==> src/rtl/mul_div_unit.sv <==
// -----------------------------------------------------------------------------
// mul_div_unit
//
// Iterative unsigned multiply/divide unit placed between register-file operand
// read and register-file write-back. One operation is accepted at a time. Each
// operation runs one iteration per clock, and the unit holds the core with
// busy while it works. On completion it issues a single-cycle write strobe,
// together with the destination index and the result, to the register file.
//
// Ports:
//   clk               system clock, rising edge
//   reset             asynchronous, active-high reset
//   start             request strobe, sampled only while idle
//   op                00 MUL (low), 01 MULHU (high), 10 DIVU, 11 REMU
//   operand_a         multiplicand / dividend
//   operand_b         multiplier / divisor
//   dest_reg          destination register index
//   busy              high from the accepting edge through the DONE state
//   done              one-cycle completion pulse
//   result            final result, valid with done and held afterwards
//   write_register_d  register-file write enable (same as done)
//   register_d        latched destination index, valid with done
// -----------------------------------------------------------------------------
module mul_div_unit #(
    parameter int DATA_WIDTH     = 32,
    parameter int REG_ADDR_WIDTH = 5
) (
    input  logic                      clk,
    input  logic                      reset,
    input  logic                      start,
    input  logic [1:0]                op,
    input  logic [DATA_WIDTH-1:0]     operand_a,
    input  logic [DATA_WIDTH-1:0]     operand_b,
    input  logic [REG_ADDR_WIDTH-1:0] dest_reg,
    output logic                      busy,
    output logic                      done,
    output logic [DATA_WIDTH-1:0]     result,
    output logic                      write_register_d,
    output logic [REG_ADDR_WIDTH-1:0] register_d
);

    localparam int CW = (DATA_WIDTH > 1) ? $clog2(DATA_WIDTH) : 1;
    localparam logic [CW-1:0] LAST_ITER = CW'(DATA_WIDTH - 1);

    localparam logic [1:0] OP_MUL   = 2'b00;
    localparam logic [1:0] OP_MULHU = 2'b01;
    localparam logic [1:0] OP_DIVU  = 2'b10;

    typedef enum logic [1:0] {
        IDLE = 2'b00,
        BUSY = 2'b01,
        DONE = 2'b10
    } state_t;

    state_t state_reg, state_next;

    // Latched request
    logic [1:0]                op_reg;
    logic [DATA_WIDTH-1:0]     a_reg;
    logic [DATA_WIDTH-1:0]     b_reg;
    logic [REG_ADDR_WIDTH-1:0] dest_reg_reg;

    // Iteration state
    logic [CW-1:0]             counter_reg;
    logic [2*DATA_WIDTH-1:0]   product_reg;
    logic [DATA_WIDTH-1:0]     quotient_reg;
    logic [DATA_WIDTH:0]       remainder_reg;

    // Registered outputs
    logic                      done_reg;
    logic [DATA_WIDTH-1:0]     result_reg;
    logic [REG_ADDR_WIDTH-1:0] register_d_reg;

    logic accept;
    logic div_by_zero;

    // -------------------------------------------------------------------------
    // FSM
    // -------------------------------------------------------------------------
    assign div_by_zero = op[1] && (operand_b == '0);

    always_ff @(posedge clk or posedge reset) begin
        if (reset) begin
            state_reg <= IDLE;
        end else begin
            state_reg <= state_next;
        end
    end

    always_comb begin
        state_next = state_reg;
        accept     = 1'b0;
        case (state_reg)
            IDLE: begin
                if (start) begin
                    accept     = 1'b1;
                    // A zero divisor has a fixed answer, so skip the iterations.
                    state_next = div_by_zero ? DONE : BUSY;
                end
            end
            BUSY: begin
                if (counter_reg == LAST_ITER) begin
                    state_next = DONE;
                end
            end
            DONE: begin
                state_next = IDLE;
            end
            default: begin
                state_next = IDLE;
            end
        endcase
    end

    assign busy = (state_reg != IDLE);

    // -------------------------------------------------------------------------
    // Iteration datapath
    // -------------------------------------------------------------------------
    logic [2*DATA_WIDTH-1:0] addend;
    logic [CW-1:0]           div_bit_idx;
    logic [DATA_WIDTH:0]     shifted_rem;
    logic [DATA_WIDTH:0]     trial_diff;
    logic                    trial_fits;
    logic [DATA_WIDTH-1:0]   final_result;

    assign addend = {{DATA_WIDTH{1'b0}}, a_reg} << counter_reg;

    // The dividend is consumed MSB-first while the counter runs upward.
    assign div_bit_idx = LAST_ITER - counter_reg;
    assign shifted_rem = {remainder_reg[DATA_WIDTH-1:0], a_reg[div_bit_idx]};
    assign trial_diff  = shifted_rem - {1'b0, b_reg};
    assign trial_fits  = (shifted_rem >= {1'b0, b_reg});

    always_comb begin
        final_result = '0;
        case (op_reg)
            OP_MUL:   final_result = product_reg[DATA_WIDTH-1:0];
            OP_MULHU: final_result = product_reg[2*DATA_WIDTH-1:DATA_WIDTH];
            OP_DIVU:  final_result = quotient_reg;
            default:  final_result = remainder_reg[DATA_WIDTH-1:0];
        endcase
    end

    always_ff @(posedge clk or posedge reset) begin
        if (reset) begin
            op_reg        <= '0;
            a_reg         <= '0;
            b_reg         <= '0;
            dest_reg_reg  <= '0;
            counter_reg   <= '0;
            product_reg   <= '0;
            quotient_reg  <= '0;
            remainder_reg <= '0;
        end else if (accept) begin
            op_reg       <= op;
            a_reg        <= operand_a;
            b_reg        <= operand_b;
            dest_reg_reg <= dest_reg;
            counter_reg  <= '0;
            product_reg  <= '0;
            if (div_by_zero) begin
                // Preload the divide-by-zero answers so DONE reads them as usual.
                quotient_reg  <= '1;
                remainder_reg <= {1'b0, operand_a};
            end else begin
                quotient_reg  <= '0;
                remainder_reg <= '0;
            end
        end else if (state_reg == BUSY) begin
            counter_reg <= counter_reg + 1'b1;
            if (!op_reg[1]) begin
                if (b_reg[counter_reg]) begin
                    product_reg <= product_reg + addend;
                end
            end else begin
                remainder_reg <= trial_fits ? trial_diff : shifted_rem;
                quotient_reg  <= {quotient_reg[DATA_WIDTH-2:0], trial_fits};
            end
        end
    end

    // -------------------------------------------------------------------------
    // Write-back outputs, registered out of the DONE state so the register
    // file sees clean flop outputs.
    // -------------------------------------------------------------------------
    always_ff @(posedge clk or posedge reset) begin
        if (reset) begin
            done_reg       <= 1'b0;
            result_reg     <= '0;
            register_d_reg <= '0;
        end else begin
            done_reg <= (state_reg == DONE);
            if (state_reg == DONE) begin
                result_reg     <= final_result;
                register_d_reg <= dest_reg_reg;
            end
        end
    end

    assign done             = done_reg;
    assign write_register_d = done_reg;
    assign result           = result_reg;
    assign register_d       = register_d_reg;

endmodule

==> config.mk <==
export PLATFORM = sky130hd
export DESIGN_NAME = mul_div_unit
export DESIGN_NICKNAME = d
export VERILOG_FILES = /design/src/rtl/mul_div_unit.sv
export SDC_FILE = /design/constraint.sdc
export NUM_CORES = 1
export LEC_CHECK = 0
export CORE_ASPECT_RATIO = 1.5
export CORE_MARGIN = 2
export CORE_UTILIZATION = 55
export CTS_BUF_LIST = sky130_fd_sc_hd__clkbuf_8
export DETAILED_ROUTE_END_ITERATION = 16
export DONT_BUFFER_PORTS = 1
export PLACE_DENSITY_LB_ADDON = 0.3
export SYNTH_ARGS = -nofsm -noshare
export SYNTH_HDL_FRONTEND = slang
export SYNTH_SLANG_ARGS = --single-unit
export TNS_END_PERCENT = 100
==> constraint.sdc <==
create_clock -name clk -period 8.3 [get_ports clk]
set_input_delay 0.83 -clock clk [delete_from_list [all_inputs] [get_ports clk]]
set_output_delay 0.83 -clock clk [all_outputs]
set_load 0.02 [all_outputs]
# Word-level counts from Yosys, hierarchy flattened
# Index checks and enable logic that the tools add are counted.
dict set report classes {
  shift 1
  muxes 26
  add_sub_neg 4
  n_eq_ne 8
  order_cmp 3
  n_reduce_logical 11
}
# op n
set ops {}
lappend ops {{$mux W32} 9}
lappend ops {{$mux W64} 4}
lappend ops {{$pmux W32 S3} 1}
lappend ops {{$add A64 B64 Y64} 1}
lappend ops {{$shl A32 B5 Y64} 1}
lappend ops {{$ge A33 B32 Y1} 1}
lappend ops {{$logic_not A32 Y1} 1}
lappend ops {{$sub A32 B32 Y32} 1}
lappend ops {{$lt A5 B6 Y1 const B} 2}
lappend ops {{$bmux W1 S5} 2}
lappend ops {{$mux W5} 2}
lappend ops {{$reduce_bool A2 Y1} 4}
lappend ops {{$mux W2} 3}
lappend ops {{$add A5 B1 Y5 const B} 1}
lappend ops {{$eq A5 B5 Y1 const B} 1}
lappend ops {{$sub A5 B5 Y5 const A} 1}
lappend ops {{$eq A2 B1 Y1 const B} 2}
lappend ops {{$eq A2 B2 Y1 const B} 2}
lappend ops {{$logic_not A2 Y1} 2}
lappend ops {{$mux W1} 4}
lappend ops {{$ne A2 B2 Y1 const B} 2}
lappend ops {{$pmux W2 S2} 1}
lappend ops {{$reduce_and A2 Y1} 2}
lappend ops {{$reduce_and A3 Y1} 1}
lappend ops {{other kinds (2)} 2}
dict set report word_totals {
  inputBits 74
  wordCells 65
  register_bits 244
  output_inout_bits 40
}

# Longest topological paths before layout
dict set report logic_depth {
  ltp_word 8
  ltp_mapped 23
  depth_no_buf 20
}

# Worst setup path after synthesis
# Ideal clock, no wire load.
dict set report synth_timing {
  path_kind {register -> register}
  startpoint {reg counter_reg[0]}
  endpoint {reg product_reg[59]}
  t_arrival_ps 4611
  synth_period_minus_slack_ps 4757
  required_time_ps 8153
  setup_slack_ps 3543
  setup_ps 147
  stages_incl_launch_ff 21
  n_path_buf 5
  path_cell_list {dfrtp_1 buf_2 buf_4 buf_2 buf_2 mux4_2 mux2i_1 mux2_2 o32ai_1 ha_1 clkbuf_1 nand2_1 nor3_1 a22o_1 o31ai_1 o21ai_2 a21oi_1 o31a_1 a211oi_1 mux2i_1 o311ai_0}
}
dict set report synth_via {
  elab_chain_len 6
  elab_cells_between_ends 10
  cone_classes {add/sub (1); shift (1); mux (6); reduce/logical (2)}
}
# element line_no
set synth_lines {}
lappend synth_lines {{from (decl)} 64} ;# logic [CW-1:0] counter_reg;
lappend synth_lines {{from (signal assigned)} 171} ;# counter_reg <= counter_reg + 1'b1;
lappend synth_lines {{$shl A32 B5 Y64} 127} ;# assign addend = {{DATA_WIDTH{1'b0}}, a_reg} << counter_reg;
lappend synth_lines {{$add A64 B64 Y64} 174} ;# product_reg <= product_reg + addend;
lappend synth_lines {{$mux W64} 173} ;# if (b_reg[counter_reg]) begin
lappend synth_lines {{$mux W64} 172} ;# if (!op_reg[1]) begin
lappend synth_lines {{$mux W64} 170} ;# end else if (state_reg == BUSY) begin
lappend synth_lines {{$mux W64} 155} ;# end else if (accept) begin
lappend synth_lines {{to (signal assigned)} 174}
lappend synth_lines {{to (decl)} 65} ;# logic [2*DATA_WIDTH-1:0] product_reg;
# Several ways; a longest one is shown, not always the timed one. The select of a mux whose other input is x is not followed.
# A chain may end at the register's enable or synchronous reset.

# Worst setup path in the final report
dict set report layout_timing {
  startpoint {reg counter_reg[0]}
  endpoint {reg product_reg[54]}
}
# Same word-level chain as after synthesis.

==> out/results.tsv <==
metric	value	unit
status	finished, final reports clean	
r2r-start	counter_reg[0]	
clockRootBuffer	clkbuf_8	
fillers	2884	
hold_path.class	in2async	
skew	0.0221	ns
grt_setup_unrepaired	no	
wl_per_cell	24.4	um
synth_top_area_cell	dfrtp_1	
rrSetupSlack	2.07	ns
grt_use_total	0.343	
yosysWarnings	0	
setup_tns	0	ns
cp_max_fo	27	
rr_worst_depth	16	
end_kind	flip-flop	
clk_pin_slew	0.07	ns
dr.first_iter.drc_count	1240	
yosys.area.top_type_share	0.338	
synthDistinctLibCells	73	
synth.avg_cell_area	8.72	um2
ys_seq_area_frac	0.338	
ios	114	
critPathArrivalTime	6.71	ns
finalCriticalPeriod	6.23	ns
worstReg2RegEnd	product_reg[54]	
maxCapViolCount	0	
clkLatencyLatePin	0.58	ns
slew_headroom	0.200	
synth_edf_count	0	
synth_async_sr_flop_share	1.00	
hpwl	45500	um
die_w	152	um
cp_num_cells	16	
postCtsResizedCells	0	
slew_viol_final	0	
cts-htree-levels	2	
netlist_area	18100	um2
num_vias	16000	
period_share	0.751	
syn2layout_area_growth	5.67	%
crit_buf_inv	1	
routabilityCongestion	0.975	
cts_tree	built	
grt_pass1_wl	91100	um
antenna_found_initial	2	
clk_path_buf_depth	3	
syn_inst	2072	
critical_path.cell_chain	buf_4 > mux4_2 > mux2i_1 > mux2_2 > o22ai_1 > ha_1 > nand4_1 > or4_1 > nor4_1 > a221oi_1 > nand2b_1 > nand4b_1 > nand2_1 > o31ai_2 > nor2_1 > a22o_1	
path_delay_family	simple AND/OR/NAND/NOR gates	
dieArea	34300	um2
drtAntennaViolNets	0	
rows	81	
drc	0	
syn_nets	2245	
nets	2173	
ys_top_cells_by_area	dfrtp_1 34%, mux4_2 7.5%, nand2_1 7.4%, ha_1 6.7%, o21ai_0 4.4%	
drive_gt1_frac	0.114	
ys_ff_latch	244	
multi_input_comb_area	11200	um2
final-seq-area	6110	um2
numCtsBuffers	41	
synth_ff_type	dfrtp_1	
first_global_vias	15800	
hold_viol	0	
grt_overflow	0	
viasPerCell	6.54	
firstDrtPassIters	6	
finalSetupViolCount	0	
max_freq	161	MHz
crit_required	8.78	ns
cts_num_sinks	244	
io_buffers	0	
cp_slowest_stage_delay	0.84	ns
start_util	0.555	
grt_max_degree	134	
critPathKind	reg2reg	
slowest_stage	dfrtp_2	
die_h	226	um
start_kind	flip-flop	
largest_reg_flops	64	
cts_setup_buffers	0	
worst_pin_slew	1.20	ns
core_area	32500	um2
wirelength	59600	um
ctsHoldBuffers	0	
## worst max-delay path by stage
stage,startpoint,end,slack [ns]
finish,counter_reg[0],product_reg[54],2.07
global route,counter_reg[0],product_reg[54],1.83
CTS,counter_reg[0],product_reg[54],2.16
detailed placement,counter_reg[0],product_reg[54],2.16
global placement,counter_reg[0],product_reg[54],2.15
floorplan,reset,a_reg[0],0.77
## cells in the mapped netlist (13+ instances only)
master    number
a211oi_1      18
a21o_1        39
a21oi_1      148
a221oi_1      14
a22oi_1       13
a31oi_1       42
buf_2         16
clkbuf_1      99
dfrtp_1      244
ha_1          97
inv_1         65
mux2_2        60
mux2i_1       58
mux4_2        60
nand2_1      355
nand3_1       75
nand4_1       23
nor2_1       125
nor2b_1       14
nor3_1        40
nor4_1        13
o211ai_1      14
o21a_1        14
o21ai_0      157
o21ai_1       17
o21bai_1      19
o22ai_1       17
xnor2_1       46
xor2_1        36
## logic make-up after synthesis
| logic type | after synthesis | synth area share |
|---|---|---|
| AOI/OAI and AO/OA | 576 | 0.198 |
| xor gates and xnor gates | 82 | 0.0398 |
| adders and majority gates | 99 | 0.0694 |
| buffers and inverters | 202 | 0.0450 |
| DFF | 244 | 0.338 |
| muxes | 178 | 0.144 |
| and+or+nand+nor | 691 | 0.166 |
## worst register-to-register path, delay by kind of cell, from the launching register on
family,cells,cell delay (ns)
AO/OA/AOI/OAI,4,1.16
adder cells (fa/ha/maj),1,0.47
buffers and inverters,1,0.47
flip-flops,1,0.84
multiplexers,3,1.09
AND/OR/NAND/NOR,7,2.10
## metal layers
metal  global-route usage  up-vias  part of all wire
met5                    0        -           0.00054
met3               0.0641      173             0.065
met1                0.390     7792              0.37
met2                0.608      639              0.50
met4                0.189        4             0.060
li1                     -     7396                 -
## through the flow
step	cells	utilization	worst slack [ns]	hold slack, ns	cell area, um2
2_1_floorplan	2072	-	0.768	0.440	18100
3_3_place_gp	2372	0.560	2.15	0.454	18200
3_5_place_dp	2372	0.560	2.16	0.465	18200
4_1_cts	2447	0.587	2.16	0.336	19100
5_1_grt	2447	0.587	1.83	0.339	19100
6_report	2448	0.587	2.07	0.302	19100
## final cells by class
class,instances,area share
diodes,1,0.000131
clock buffers,47,0.0339
clock inverters,28,0.0112
inverters,69,0.0140
multi-input cells,1626,0.586
flip-flops and latches,244,0.320
well taps,415,0.0272
repair buffers,18,0.00774
## cells in the final DEF (no fill, tap or decap), drive strengths merged, types with 42 or more instances in the layout
master / instances
nand3: 75
dfrtp: 244
clkbuf: 47
ha: 97
a21oi: 148
mux4: 60
a31oi: 42
nor2: 125
mux2: 60
inv: 76
nand2: 355
o21ai: 175
mux2i: 58
xnor2: 46
Power is not shown: default switching activity piles up to over one toggle a cycle in this logic, so the estimate is an artifact.
